--- config.mk ---
export PLATFORM = sky130hd
export DESIGN_NAME = cpp_internal_double_to_int_convert
export DESIGN_NICKNAME = d
export VERILOG_FILES = /design/src/rtl/cpp_internal_double_to_int_convert.sv
export SDC_FILE = /design/constraint.sdc
export NUM_CORES = 1
export LEC_CHECK = 0
export CORE_AREA = 5 5 191 193
export DETAILED_ROUTE_END_ITERATION = 10
export DIE_AREA = 0 0 196 198
export GPL_TIMING_DRIVEN = 0
export SLEW_MARGIN = 10
export SYNTH_ARGS = -nofsm -noshare
export SYNTH_HDL_FRONTEND = slang
export SYNTH_SLANG_ARGS = --single-unit
--- constraint.sdc ---
create_clock -name clk -period 2.6 [get_ports clk]
set_input_delay 0.39 -clock clk [delete_from_list [all_inputs] [get_ports clk]]
set_output_delay 0.39 -clock clk [all_outputs]
set_load 0.05 [all_outputs]
--- src/rtl/cpp_internal_double_to_int_convert.sv ---
// Iterative IEEE-754 double to saturating signed integer converter (truncate toward zero).
// A level change on update_in starts a conversion; update_out mirrors the consumed level when out is valid.
module cpp_internal_double_to_int_convert #(
  parameter int OUT_WIDTH  = 32,
  parameter int SHIFT_STEP = 8
) (
  input  logic                 clk,
  input  logic                 rst_n,
  input  logic [63:0]          in,
  input  logic                 update_in,
  output logic [OUT_WIDTH-1:0] out,
  output logic                 update_out,
  output logic                 busy,
  output logic                 overflow,
  output logic                 invalid
);

  typedef enum logic [1:0] {IDLE, SHIFT, FINISH} state_t;

  localparam logic signed [12:0] K_MAX   = 13'(OUT_WIDTH - 1);
  localparam logic [52:0]        MAG_POS = (53'd1 << (OUT_WIDTH - 1)) - 53'd1;
  localparam logic [52:0]        MAG_NEG = 53'd1 << (OUT_WIDTH - 1);
  localparam logic [6:0]         STEP    = 7'(SHIFT_STEP);

  state_t      state_q, state_d;
  logic        upd_seen;
  logic        sign_q;
  logic [52:0] sig_q;
  logic [5:0]  s_q;
  logic        pend_ovf, pend_inv;

  // Exponent/mantissa decode of the live input; only used on the capture edge.
  logic               [10:0] exp_in;
  logic               [51:0] mant_in;
  logic signed        [12:0] k;
  logic                      is_nan, is_inf, k_neg, k_big, exact_min, fast;
  logic               [52:0] fast_mag;
  logic                      fast_ovf;
  logic                      pending, last_step;
  logic               [6:0]  step;
  logic [OUT_WIDTH-1:0]      mag_w;

  // NOTE: every combinational output gets a default first so no latch is inferred.
  always_comb begin
    exp_in    = in[62:52];
    mant_in   = in[51:0];
    k         = $signed({2'b00, exp_in}) - 13'sd1023;
    is_nan    = (exp_in == 11'h7FF) && (mant_in != 52'd0);
    is_inf    = (exp_in == 11'h7FF) && (mant_in == 52'd0);
    k_neg     = k[12];
    k_big     = !k_neg && (k >= K_MAX);
    exact_min = in[63] && (k == K_MAX) && (mant_in == 52'd0);
    fast      = is_nan || is_inf || k_neg || k_big;
    fast_mag  = 53'd0;
    fast_ovf  = 1'b0;
    if (is_nan || k_neg) begin
      fast_mag = 53'd0;
    end else if (exact_min) begin
      fast_mag = MAG_NEG;
    end else if (is_inf || k_big) begin
      fast_mag = in[63] ? MAG_NEG : MAG_POS;
      fast_ovf = 1'b1;
    end
    pending   = (update_in != upd_seen);
    last_step = ({1'b0, s_q} <= STEP);
    step      = last_step ? {1'b0, s_q} : STEP;
    mag_w     = sig_q[OUT_WIDTH-1:0];
  end

  always_comb begin
    state_d = state_q;
    case (state_q)
      IDLE:    if (pending) state_d = fast ? FINISH : SHIFT;
      SHIFT:   if (last_step) state_d = FINISH;
      FINISH:  state_d = IDLE;
      default: state_d = IDLE;
    endcase
  end

  // NOTE: sequential state uses non-blocking assignments so all registers update together.
  always_ff @(posedge clk or negedge rst_n) begin
    if (!rst_n) state_q <= IDLE;
    else        state_q <= state_d;
  end

  always_ff @(posedge clk or negedge rst_n) begin
    if (!rst_n) begin
      out        <= '0;
      update_out <= 1'b0;
      busy       <= 1'b0;
      overflow   <= 1'b0;
      invalid    <= 1'b0;
      upd_seen   <= 1'b0;
      sign_q     <= 1'b0;
      sig_q      <= '0;
      s_q        <= '0;
      pend_ovf   <= 1'b0;
      pend_inv   <= 1'b0;
    end else begin
      case (state_q)
        IDLE: begin
          if (pending) begin
            upd_seen <= update_in;
            busy     <= 1'b1;
            sign_q   <= in[63];
            if (fast) begin
              sig_q    <= fast_mag;
              s_q      <= '0;
              pend_ovf <= fast_ovf;
              pend_inv <= is_nan;
            end else begin
              // k is 0..OUT_WIDTH-2 here, so the remaining shift 52-k is 1..52.
              sig_q    <= {1'b1, mant_in};
              s_q      <= 6'd52 - 6'(k[5:0]);
              pend_ovf <= 1'b0;
              pend_inv <= 1'b0;
            end
          end
        end
        SHIFT: begin
          sig_q <= sig_q >> step;
          s_q   <= s_q - step[5:0];
        end
        FINISH: begin
          // Magnitude never exceeds 2^(OUT_WIDTH-1), so the truncated negate is exact.
          out        <= sign_q ? (~mag_w + OUT_WIDTH'(1)) : mag_w;
          overflow   <= pend_ovf;
          invalid    <= pend_inv;
          update_out <= upd_seen;
          busy       <= 1'b0;
        end
        default: ;
      endcase
    end
  end

endmodule

-- Yosys cells after proc, flatten, opt, wreduce, memory -nomap -nowiden
Index checks and enable logic that the tools add are counted.
- logic and storage cells: 70
- register bits: 101
- bits of input ports: 67
- output and inout bits: 36
- mux-type cells: 23
- $lt $le $gt $ge: 2
- shifts and indexed selects: 1
- eq/ne operators: 7
- reduce and logical (&&, ||, !) cells: 20
- $add $sub $neg: 4
- bitwise gates (word level): 1
- operators with widths (cell ; number):
    $mux W53 ; 3
    $mux W32 ; 4
    $pmux W53 S2 ; 1
    $shr A53 B6 Y53 ; 1
    $logic_not A52 Y1 ; 1
    $reduce_bool A52 Y1 ; 1
    $add A32 B1 Y32 const B ; 1
    $not A32 Y32 ; 1
    $mux W6 ; 3
    $eq A12 B6 Y1 const B ; 1
    $ge A12 B6 Y1 const B ; 1
    $pmux W6 S2 ; 1
    $sub A11 B10 Y12 const B ; 1
    $eq A11 B11 Y1 const B ; 1
    $reduce_and A2 Y1 ; 4
    $le A6 B4 Y1 const B ; 1
    $mux W1 ; 6
    $mux W2 ; 3
    $sub A6 B6 Y6 ; 1
    $sub A6 B6 Y6 const A ; 1
    $logic_and A1 B1 Y1 ; 5
    $logic_or A1 B1 Y1 ; 5
    $ne A2 B2 Y1 const B ; 2
    $pmux W2 S2 ; 1
    7 further kinds ; 8

-- Depth between registers and ports, before layout
Gate-level depths: netlist of run 1.
- depth after elaboration: 10
- gate-level depth with buffers: 12
- depth with buffers taken out: 9

-- Worst setup path before layout of run 1
OpenSTA, ideal clock, no wires.
- kind: register to register
- start point: register s_q[5]
- end point: register sig_q[43]
- arrival: 2.129 ns
- setup time: 0.077 ns
- clock period less this slack: 2.206 ns
- buffers on the path: 3
- slack: 0.394 ns
- required time: 2.523 ns
- cell stages (with the launch flop): 10
- cell sequence: dfrtp_1 > buf_6 > or4b_4 > buf_6 > buf_6 > mux2i_1 > mux4_2 > a21oi_1 > a31oi_1 > a21oi_1
- cells in the longest elaborated chain, start to end: 4
- RTL lines (what ; line ; text):
    start: declaration ; 29 ; logic [5:0] s_q;
    start signal: assignment ; 114 ; s_q <= 6'd52 - 6'(k[5:0]);
    start signal: assignment ; 122 ; s_q <= s_q - step[5:0];
    $le A6 B4 Y1 ; 65 ; last_step = ({1'b0, s_q} <= STEP);
    $mux W6 * ; 66 ; step = last_step ? {1'b0, s_q} : STEP;
    $shr A53 B6 Y53 * ; 121 ; sig_q <= sig_q >> step;
    $pmux W53 S2 * ; 100 ; case (state_q)
    end signal: assignment ; 107 ; sig_q <= fast_mag;
    end signal: assignment ; 113 ; sig_q <= {1'b1, mant_in};
    end signal: assignment ; 121 ;
    end: declaration ; 28 ; logic [52:0] sig_q;
Mark *: on every way between the ends. The rest lies on a longest branch, timed or not.
A chain may end at the register's enable or synchronous reset.

-- Worst setup path after layout of run 1
- start point: register s_q[4]
- end point: register sig_q[31]
The elaborated chain is that of the path after synthesis.

==> results of run 1 <==
## per-layer routing
| layer | up-vias | part of all wire | GRT usage |
|---|---|---|---|
| li1 | 4246 | - | - |
| met1 | 4510 | 0.43 | 0.253 |
| met2 | 537 | 0.44 | 0.287 |
| met3 | 100 | 0.092 | 0.0441 |
| met4 | 2 | 0.042 | 0.0817 |
| met5 | - | 0.00035 | 0 |
## Yosys cell counts (all sizes together), types with 4 or more instances
master,number,area [um^2]
nor4,15,93.8
xor2,27,236
a31o,4,35.0
a31oi,58,363
nand2,122,458
inv,11,41.3
o221ai,6,52.6
nand3,62,310
nor3,14,86.3
nor4b,4,53.8
nor2,71,267
nor3b,9,67.6
mux2,26,293
a211o,4,35.0
a21o,10,75.1
ha,4,50.1
mux4,6,135
nor2b,7,43.8
a22oi,9,67.6
or2,4,25.0
a222oi,11,110
dfrtp,101,2530
o41ai,5,66.3
o22ai,27,169
buf,60,354
nand4,8,50.1
o211ai,17,128
nand2b,34,213
clkbuf,61,229
a211oi,12,95.1
o21ai,94,470
xnor2,8,70.1
a32oi,8,70.1
a21oi,58,290
or4,7,63.8
mux2i,31,314
o31ai,11,82.6
## placed cells by master, fill, tap and decap left out, types with 9 or more instances in the layout
cell type | Yosys | layout
mux2i_1 | 30 | 30
clkbuf_1 | 61 | 45
nand2_1 | 122 | 122
a21o_1 | 10 | 10
nor2_1 | 71 | 69
dfrtp_1 | 101 | 100
a31oi_1 | 58 | 57
a211oi_1 | 11 | 11
xor2_1 | 27 | 27
buf_4 | 3 | 18
o21ai_1 | 8 | 9
buf_6 | 9 | 12
a21oi_1 | 58 | 58
a222oi_1 | 11 | 11
o22ai_1 | 27 | 27
o211ai_1 | 17 | 17
o21ai_0 | 86 | 85
nor4_1 | 15 | 11
clkbuf_2 | 0 | 16
buf_2 | 40 | 28
o31ai_1 | 11 | 10
clkbuf_16 | 0 | 9
mux2_2 | 26 | 26
nand3_1 | 62 | 61
a22oi_1 | 9 | 9
inv_1 | 11 | 11
clkdlybuf4s50_1 | 0 | 99
nand2b_1 | 34 | 34
## cell families after synthesis
kind of cell / after synthesis / synth area share
XOR/XNOR: 35 / 0.0361
other: 1 / 0.000441
AO/OA/AOI/OAI: 362 / 0.278
adder cells (fa/ha/maj): 4 / 0.00589
buffers and inverters: 133 / 0.0739
flip-flops: 101 / 0.298
multiplexers: 63 / 0.0873
AND/OR/NAND/NOR: 375 / 0.220
## tightest hold or removal path, cell delays in order, from the launching register on
cell     delay, ns
dfrtp_1       0.34
nand2_1       0.05
nand2_1       0.05
## layout make-up
class | instances | area (um^2) | share of cell area
Multi-Input combinational cell | 840 | 5460 | 0.513
Sequential cell | 101 | 2530 | 0.237
Timing Repair Buffer | 110 | 1100 | 0.103
Buffer | 119 | 637 | 0.0598
Tap cell | 455 | 569 | 0.0534
Clock buffer | 9 | 225 | 0.0211
Clock inverter | 7 | 82.6 | 0.00775
Inverter | 12 | 45.0 | 0.00423
## path summary, 6_finish.rpt
check	endpoint	slack (ns)	cells past startpoint
max in group asynchronous	s_q[1]	1.44	3
worst max register to register	sig_q[31]	0.02	9
worst min-delay path	pend_ovf	0.48	2
min in group asynchronous	busy	0.50	2
worst min register to register	pend_ovf	0.48	2
worst max-delay path	sig_q[31]	0.02	9
## per-stage QoR
stage | std cells | hold slack (ns) | total power, mW | worst slack, ns
floorplan | 1074 | 0.0944 | 8.83 | 0.394
global placement | 1630 | 0.462 | 11.5 | -2.75
detailed placement | 1631 | 0.334 | 11.6 | -0.770
CTS | 1648 | 0.484 | 13.1 | 0.00206
global route | 1653 | 0.508 | 14.2 | -0.0193
finish | 1653 | 0.478 | 13.4 | 0.0203
## power by group through the flow
stage | registers (mW) | clock network, mW | logic [mW]
finish | 2.99 | 1.48 | 8.92
global placement | 2.95 | 0 | 8.57
global route | 3.09 | 1.56 | 9.59
CTS | 2.94 | 1.50 | 8.70
floorplan | 3.67 | 0 | 5.16
detailed placement | 2.97 | 0 | 8.61
## sequential cells by signal, indices dropped and copies added, names as in the netlist
| register | flops |
|---|---|
| update_out | 1 |
| invalid | 1 |
| upd_seen | 1 |
| pend_ovf | 1 |
| overflow | 1 |
| pend_inv | 1 |
| sign_q | 1 |
| s_q | 6 |
| out | 32 |
| state_q | 2 |
| busy | 1 |
| sig_q | 53 |
## repair_timing
item                                    4_1_cts  5_1_grt
endpoints found under the setup margin       56       65
resized for setup                            27       42
setup buffers                                 1        6
endpoints found under the hold margin        43        0
cloned                                        0        0
hold buffers                                  1        0
pin swaps                                     1        7
==> flow_summary.yaml, run 1 <==
run_status:
  status: "completed"
pwr:
  clkPwrFrac: 0.110
  powerDensity_nw_per_um2: 1260
  p_sw_mw: 7.07
  power.internal_mw: 6.32
  switching_share: 0.528
  ir_drop_uv: 593
  total_leakage_power_nw: 3.94
  seqPwrFrac: 0.224
  pwr-share-comb: 0.666
cells_and_area:
  diodes: 0
  stdcell_area_um2: 10700
  n_fill_cell: 3707
  syn2layout_area_growth_pct: 25.4
  fin_util: 0.310
  drive_above_1_share: 0.141
  num-nets-final: 1264
timing:
  max_slew_margin: 0.444
  fmax_mhz: 388
  fin_worst_skew_ns: 0.0145
  hold_violations: 0
  drv_slew: 0
  finalCriticalPeriod_ns: 2.58
  fin_setup_tns_ns: 0
  min_period_over_period: 0.992
  setup_viol: 0
  worst_pin_slew_ns: 0.835
synth:
  syn_avg_cell_area_um2: 7.91
  seq_area_frac_synth: 0.298
  ys_ff_latch: 101
  yosys_warnings: 0
  synth_edf_count: 0
  syn_inst: 1074
  synthArstFlopShare: 1.00
  ys.flop_type: "dfrtp_1"
  synth_cell_types: 77
  syn_nets: 1145
  netlist_area_um2: 8490
drt:
  num_vias: 9395
  drc: 0
  antenna_left: 0
  wirelength_um: 37300
  wl_per_cell_um: 22.6
  first_pass_iters: 9
  via_per_inst: 5.68
  drtIter0Drc: 1191
clock_tree:
  numClockSinks: 101
  cts_tree: "built"
  clk_pin_slew_ns: 0.08
  max-clock-path-buffers: 2
  clock_latency_ns: 0.37
  htreeDepth: 3
  cts_made_buffers: 9
  cts-root-buf: "clkbuf_16"
grt:
  antenna_found_initial: 1
  grt_use_total: 0.187
  grt_pass1_wl_um: 56800
  grt_pass1_vias: 9162
  grt_max_degree: 59
  grt_overflow: 0
place:
  place_congestion: 0.998
  io_buffers: 101
  hpwlAfterDp_um: 28000
  dpl_cell_area_um2: 10100
floorplanning:
  fp-row-count: 68
  initial_core_util: 0.247
  io_pins: 103
  coreArea_um2: 34400
  die_x_um: 196
  dieArea_um2: 38800
  die_h_um: 198
worst_hold_path:
  hp-start: "pend_ovf"
  hp-class: "reg2reg"
worst_setup_path:
  crit_start: "s_q[4]"
  critPathMaxStageDelay_ns: 0.41
  cp.buffers_inverters: 5
  cp_slowest_cell: "dfrtp_1"
  crit_top_cell: "buf_2"
  critical_path.endpoint_type: "flip-flop"
  cp_top_family: "buffers and inverters"
  crit_fanout: 10
  worstPathCellList: "buf_6 > or3_1 > buf_2 > buf_6 > buf_2 > buf_2 > a211oi_1 > a2bb2oi_2 > o211ai_1"
  required_ns: 2.84
  startpoint_type: "flip-flop"
  cp.arrival_ns: 2.82
  r2r-start: "s_q[4]"
  crit_type: "reg2reg"
run:
  max_cap_viol_count: 0
Power figures use the tool's default switching activity.
==> run 2, diff against run 1 <==
--- a/config.mk
+++ b/config.mk
@@ -5,10 +5,12 @@
 export SDC_FILE = /design/constraint.sdc
 export NUM_CORES = 1
 export LEC_CHECK = 0
+export CAP_MARGIN = 25
 export CORE_AREA = 5 5 191 193
 export DETAILED_ROUTE_END_ITERATION = 10
 export DIE_AREA = 0 0 196 198
 export GPL_TIMING_DRIVEN = 0
+export SKIP_CTS_REPAIR_TIMING = 1
 export SLEW_MARGIN = 10
 export SYNTH_ARGS = -nofsm -noshare
 export SYNTH_HDL_FRONTEND = slang
==> flow_summary.yaml, run 2 (synthesized netlist as in run 1, its figures left out) <==
timing:
  worst_pin_slew_ns: 0.838
  hold-worst-slack_ns: 0.479
  fmax_mhz: 394
  min_period_over_period: 0.977
  max_slew_margin: 0.441
  finalCriticalPeriod_ns: 2.54
  fin_worst_skew_ns: 0.0150
  hold_violations: 0
  setup_viol: 0
  drv_slew: 0
worst_setup_path:
  cp_top_family: "buffers and inverters"
  critPathMaxStageDelay_ns: 0.54
  worstPathCellList: "buf_2 > inv_1 > clkbuf_1 > clkbuf_2 > a21oi_1 > a211o_1 > a31oi_1"
  crit_fanout: 10
  crit_type: "reg2reg"
  cp.buffers_inverters: 4
  startpoint_type: "flip-flop"
  cp.arrival_ns: 2.82
  critical_path.endpoint_type: "flip-flop"
  required_ns: 2.88
  cp_slowest_cell: "clkbuf_1"
place:
  hpwlAfterDp_um: 28000
  place_congestion: 0.998
  io_buffers: 101
pwr:
  total_leakage_power_nw: 3.96
  ir_drop_uv: 592
  powerDensity_nw_per_um2: 1260
floorplanning:
  die_h_um: 198
  io_pins: 103
  die_x_um: 196
  initial_core_util: 0.247
  dieArea_um2: 38800
  fp-row-count: 68
  coreArea_um2: 34400
grt:
  grt_pass1_wl_um: 56800
  grt_max_degree: 59
  antenna_found_initial: 1
  grt_overflow: 0
  grt_use_total: 0.187
  grt_pass1_vias: 9134
drt:
  antenna_left: 0
  num_vias: 9404
  wl_per_cell_um: 22.6
  via_per_inst: 5.68
  first_pass_iters: 9
  drtIter0Drc: 1133
  wirelength_um: 37500
  drc: 0
cells_and_area:
  drive_above_1_share: 0.145
  top_regs: "sig_q x53, out x32, s_q x6"
  regArea_um2: 2530
  multi_input_area_um2: 5500
  n_fill_cell: 3705
  final_cell_mix: "122 x nand2_1, 100 x dfrtp_1, 99 x clkdlybuf4s50_1, 84 x o21ai_0, 69 x nor2_1"
  regMostFlops: "sig_q"
  fin_util: 0.312
  syn2layout_area_growth_pct: 26.2
  diodes: 0
  num-nets-final: 1268
  final_common_cell: "nand2_1"
  largest_reg_flops: 53
clock_tree:
  cts-root-buf: "clkbuf_16"
  max-clock-path-buffers: 2
  cts_made_buffers: 9
  clk_pin_slew_ns: 0.08
  numClockSinks: 101
  cts_tree: "built"
  htreeDepth: 3
  clock_latency_ns: 0.37
worst_hold_path:
  hp-class: "reg2reg"
run_status:
  status: "completed"
run:
  max_cap_viol_count: 0
## run 2: cell types whose count changed in the layout (fill, tap and decap cells not counted), moves of 2 or more
| cell | change |
|---|---|
| clkbuf_2 | -3 |
| a211oi_2 | +2 |
| a211oi_1 | -2 |
| buf_2 | -2 |
| and4_1 | -2 |
| and4_4 | +2 |
| clkbuf_4 | +4 |
| clkbuf_1 | +3 |
## run 2: layout make-up
| type | count | share of cell area |
|---|---|---|
| multi-input combinational | 840 | 0.513 |
| sequential | 101 | 0.236 |
| timing repair buffer | 113 | 0.105 |
| buffer | 120 | 0.0604 |
| tap | 455 | 0.0531 |
| clock buffer | 9 | 0.0210 |
| clock inverter | 7 | 0.00770 |
| inverter | 12 | 0.00420 |
## run 2: report_power, final
part / switching [mW] / internal [mW]
logic: 5.71 / 3.32
clock network: 0.710 / 0.764
registers: 0.700 / 2.29
total: 7.11 / 6.38
## run 2: metal layers
metal,up-vias,GRT usage,share of wire,routed length (um)
met1,4490,0.251,0.42,15800
met5,-,0,0.00035,13
li1,4257,-,-,-
met4,2,0.0833,0.040,1510
met2,560,0.286,0.44,16300
met3,95,0.0471,0.10,3840
## run 2: path summary, 6_finish.rpt
check | start | to | slack [ns] | cells after the start
min reg2reg | pend_ovf | pend_ovf | 0.48 | 2
min | pend_ovf | pend_ovf | 0.48 | 2
max | s_q[2] | sig_q[37] | 0.06 | 7
max reg2reg | s_q[2] | sig_q[37] | 0.06 | 7
min in group asynchronous | rst_n | busy | 0.51 | 2
max in group asynchronous | rst_n | s_q[1] | 1.45 | 3
## run 2: worst min-delay path: cells and delay by family (launching register included)
| family | cells | cell delay, ns |
|---|---|---|
| flip-flops | 1 | 0.34 |
| AND/OR/NAND/NOR | 2 | 0.10 |
## run 2: through the flow
step | worst slack (ns) | std cells | TNS (ns) | total power, mW | instance area (um^2)
after global routing | -0.0294 | 1657 | -0.0592 | 14.3 | 10700
after detailed placement | -0.770 | 1631 | -33.09 | 11.6 | 10100
after global placement | -2.75 | 1630 | -307.42 | 11.5 | 10100
final | 0.0596 | 1657 | 0 | 13.5 | 10700
after CTS | -0.465 | 1647 | -13.32 | 13.1 | 10400
after floorplan | 0.394 | 1074 | 0 | 8.83 | 8490
==> RTL change 1 (config.mk and constraints of run 2) <==
The 3 states of `state_t` get a one-hot encoding in 3 bits.
--- a/src/rtl/cpp_internal_double_to_int_convert.sv
+++ b/src/rtl/cpp_internal_double_to_int_convert.sv
@@ -17,3 +17,3 @@
 
-  typedef enum logic [1:0] {IDLE, SHIFT, FINISH} state_t;
+  typedef enum logic [2:0] {IDLE = 3'b001, SHIFT = 3'b010, FINISH = 3'b100} state_t;
 
Formal check against the unedited RTL: same outputs for any inputs over 4 cycles, from zero or initial values and one cycle with rst_n low; so few cycles prove little.
==> RTL change 1 against run 2 <==
  * The run now ends with negative setup slack left
  * Routed wire length grew 3.5%
  * Combinational power is 28% lower
  * Total power down 20%
  * First-iteration DRC count shrank 7.5%
  * Cell area up 4.6%
  * Critical path depth did not move
  * Worst setup slack worse by 0.10 ns
  * Global-route usage rose by 0.25 points
  * Sequential cell count is 1 higher
  * Area after synthesis grew 0.31%
  * Critical endpoint is now sig_q[3]
  * Largest cell class unchanged
  * Highest routed layer is now met4
==> RTL change 1: results <==
export IMPL_final_nets=1221
export IMPL_synth_compound_area_share_pct=26.5
export IMPL_stdcell_count=1610
export IMPL_status="complete, but fails checks"
export IMPL_vias_per_cell=5.73
export IMPL_grt_use_met2_pct=29.9
export IMPL_path_delay_family="compound AO/OA/AOI/OAI gates"
export IMPL_grt_pass1_wl_microns=57000
export IMPL_route_met2_wl_microns=17500
export IMPL_synthMuxAreaShare_pct=13.9
export IMPL_cts_buffers=9
export IMPL_leakagePower_nw=4.53
export IMPL_drtPass1Iterations=6
export IMPL_power_switching_mw=5.58
export IMPL_ir_drop_mv=0.596
export IMPL_dr_max_layer_used="met4"
export IMPL_synth_warnings=0
export IMPL_wl_met1_microns=17200
export IMPL_grtUsageMet1_pct=26.2
export IMPL_max_stage_delay_ns=0.66
export IMPL_hp_class="in -> reg"
export IMPL_finClkSkew_ns=0.0154
export IMPL_dpl_hpwl_microns=29000
export IMPL_syn_mean_instance_area_sq_um=8.36
export IMPL_final_setup_tns_ns=-0.0440
export IMPL_combPwrFrac_pct=60.5
export IMPL_layout_drive_gt1_share_pct=16.5
export IMPL_synth_cell_types=79
export IMPL_worst_slack_ns=-0.0440
export IMPL_synth_seq_area_share_pct=30.0
export IMPL_grt_max_degree=60
export IMPL_grt_pass1_vias=8867
export IMPL_placedInstanceArea_sq_um=10200
export IMPL_violations="negative setup slack"
export IMPL_drt_wl_total_microns=38800
export IMPL_top_regs="sig_q x53, out x32, s_q x6"
export IMPL_crit_path_top_delay_cell="a2111oi_0"
export IMPL_synthesis_nets=1090
export IMPL_pre_cts_slack_ns=-1.41
export IMPL_share_seq_of_total_power_pct=26.4
export IMPL_synthTopCellsByCount="105 x nor2_1, 101 x dfrtp_1, 82 x mux2i_1, 82 x nand2_1, 81 x clkbuf_1"
export IMPL_seqCellArea_sq_um=2550
export IMPL_drt_initial_drc_count=1048
export IMPL_cts_reportedPaths_clkPinSlew_ns=0.08
export IMPL_htree_levels=3
export IMPL_wl_met3_microns=2910
export IMPL_grt_total_usage_pct=19.0
export IMPL_antenna_cells=0
export IMPL_gp_congestion=1.01
export IMPL_nFillCells=3634
export IMPL_globalRouteMet3Util_pct=3.74
export IMPL_p_per_area_nw_per_um2=963
export IMPL_synth_area_leaders="dfrtp_1 30%, mux2i_1 9.6%, nor2_1 4.6%"
export IMPL_finalSetupViolations=1
export IMPL_synth_xor_area_share_pct=3.80
export IMPL_tightest_slew_ns=0.863
export IMPL_synth_fa_ha_area_share_pct=0.587
RTL change 1: cell types whose count changed in the layout (fill, tap and decap cells not counted), sizes merged, moves of 16 or more:
cell	change
a31oi	-25
a41oi	+30
buf	-16
clkbuf	+17
clkdlybuf4s50	-44
dlymetal6s2s	+42
mux2i	+52
nand2	-39
nand2b	-26
nand3	-38
nand4	+21
nor2	+34
o21ai	-44
o22ai	-19
RTL change 1: final timing paths:
path                                   to  cells past startpoint     start  slack [ns]
worst max-delay path             sig_q[3]                      7    s_q[1]       -0.04
worst min-delay path            sig_q[39]                      3    in[39]        0.33
worst max register to register   sig_q[3]                      7    s_q[1]       -0.04
worst min register to register   pend_inv                      2  pend_inv        0.49
max in group asynchronous       sig_q[26]                      3     rst_n        1.42
min in group asynchronous            busy                      2     rst_n        0.50
RTL change 1: layout make-up:
type,instances,area share [%]
inverters,13,0.469
clock inverters,7,0.614
repair buffers,122,12.2
clock buffers,9,2.01
flip-flops and latches,102,22.8
plain buffers,110,5.16
well taps,455,5.08
multi-input cells,792,51.7
==> RTL change 2 (flow settings as in run 2) <==
Made on the original files. The parameter `SHIFT_STEP` goes from 8 to 6.
--- a/src/rtl/cpp_internal_double_to_int_convert.sv
+++ b/src/rtl/cpp_internal_double_to_int_convert.sv
@@ -4,3 +4,3 @@
   parameter int OUT_WIDTH  = 32,
-  parameter int SHIFT_STEP = 8
+  parameter int SHIFT_STEP = 6
 ) (
Check against the original RTL: not equivalent (a bounded check fails within 10 cycles, from zero or initial values and one cycle with rst_n low).
==> RTL change 2 against run 2 <==
  * Total power decreased by 17%
  * Routed wire length decreased by 27%
  * Worst hold slack got worse by 0.12 ns
  * Worst setup slack got worse by 0.0092 ns
  * Area after synthesis decreased by 12%
  * Count of clock-buffer cells in the layout unchanged
  * Sequential share of layout area increased by 2.1 points
  * Cell area decreased by 8.1%
  * Critical path depth increased by 1
  * Sequential cell count unchanged
  * Critical path type is now in -> reg
  * Critical endpoint is now sig_q[9]
  * Largest power group unchanged
==> RTL change 2: results <==
export IMPL_timing_rr_end="sig_q[9]"
export IMPL_crit_fanout=7
export IMPL_pre_cts_slack_ns=-1.10
export IMPL_synth_cell_types=66
export IMPL_cp_startpoint="in[40]"
export IMPL_slew_headroom_pct=52.6
export IMPL_synthTopCellsByCount="107 x nand2_1, 101 x dfrtp_1, 97 x mux2i_1"
export IMPL_status="complete, no violations"
export IMPL_ir_drop_mv=0.517
export IMPL_drt_initial_drc_count=712
export IMPL_rrSetupSlack_ns=0.07
export IMPL_synth_seq_area_share_pct=33.8
export IMPL_nFillCells=3690
export IMPL_vias_per_cell=5.27
export IMPL_path_delay_family="simple AND/OR/NAND/NOR gates"
export IMPL_layout_drive_gt1_share_pct=14.6
export IMPL_synthesis_nets=930
export IMPL_stdcell_count=1442
export IMPL_final_nets=1053
export IMPL_crit_path_top_delay_cell="a2111o_2"
export IMPL_grt_pass1_vias=7450
export IMPL_critPathCapture="sig_q[9]"
export IMPL_grt_total_usage_pct=13.6
export IMPL_synthCells=859
export IMPL_synth_fa_ha_area_share_pct=0.669
export IMPL_dpl_hpwl_microns=20600
export IMPL_worstSkewPairLatency_ns=0.37
export IMPL_antenna_found_initial=0
export IMPL_rr_worst_depth=8
export IMPL_synth_edf_count=0
export IMPL_synth_area_leaders="dfrtp_1 34%, mux2i_1 13%, nand2_1 5.4%"
export IMPL_clockRootBuffer="clkbuf_16"
export IMPL_hp_class="in -> reg"
export IMPL_finClkSkew_ns=0.0123
export IMPL_leakagePower_nw=3.88
export IMPL_drt_wl_total_microns=27500
export IMPL_worst_slack_ns=0.0505
export IMPL_gp_congestion=0.902
export IMPL_grt_pass1_wl_microns=42500
export IMPL_synth_xor_area_share_pct=4.10
export IMPL_reg2reg_from="s_q[3]"
export IMPL_synth_compound_area_share_pct=20.5
export IMPL_antenna_cells=0
export IMPL_cts_buffers=9
export IMPL_io_buffer_count=100
export IMPL_synthMuxAreaShare_pct=13.9
export IMPL_drtPass1Iterations=5
export IMPL_max_stage_delay_ns=0.51
export IMPL_grt_max_degree=76
==> RTL change 2: worst reg2reg max path, stage by stage (launching register included) <==
cell      delay (ns)
dfrtp_1         0.40
clkbuf_2        0.18
or4_1           0.56
buf_2           0.24
buf_6           0.20
mux2i_1         0.23
mux2i_1         0.14
a22oi_1         0.25
a41oi_2         0.17
==> RTL change 2: final cells by class <==
class | count | area [sq um] | area share (%)
tap | 455 | 569 | 5.77
timing repair buffer | 112 | 1180 | 12.0
clock buffer | 9 | 225 | 2.28
buffer | 85 | 452 | 4.58
multi-input combinational | 664 | 4790 | 48.6
sequential | 101 | 2530 | 25.6
inverter | 9 | 33.8 | 0.343
clock inverter | 7 | 80.1 | 0.812
==> RTL change 2: how the worst min path moves through the flow <==
stage / start / endpoint / slack [ns] / depth (start not counted)
after floorplan: rst_n / busy / 0.09 / 0
after global placement: out[17] / out[17] / 0.47 / 2
after detailed placement: rst_n / sig_q[38] / 0.29 / 1
after CTS: rst_n / sig_q[38] / -0.1 / 1
after global routing: in[42] / sig_q[42] / 0.35 / 2
final: in[43] / sig_q[43] / 0.36 / 2
==> RTL change 2: report_power, final <==
group	switching, mW	internal [mW]
combinational	4.33	2.57
sequential	0.691	2.20
clock	0.671	0.761
total	5.69	5.53
==> RTL change 2: layer usage <==
metal  wire length [microns]  global-route usage [%]
met5                       0                       0
met4                     668                    4.60
met3                    1990                    2.84
met2                   12600                    21.5
met1                   12200                    18.5
==> RTL change 2: stage by stage <==
stage,total power [mW],hold slack [ns],util (%),cell area [sq um]
after floorplan,7.35,0.0944,-,7480
after global placement,9.29,0.465,26.3,9050
after CTS,10.9,-0.0972,27.3,9380
final,11.2,0.358,28.7,9860
after global routing,12.0,0.353,28.7,9860
after detailed placement,9.40,0.291,26.4,9080
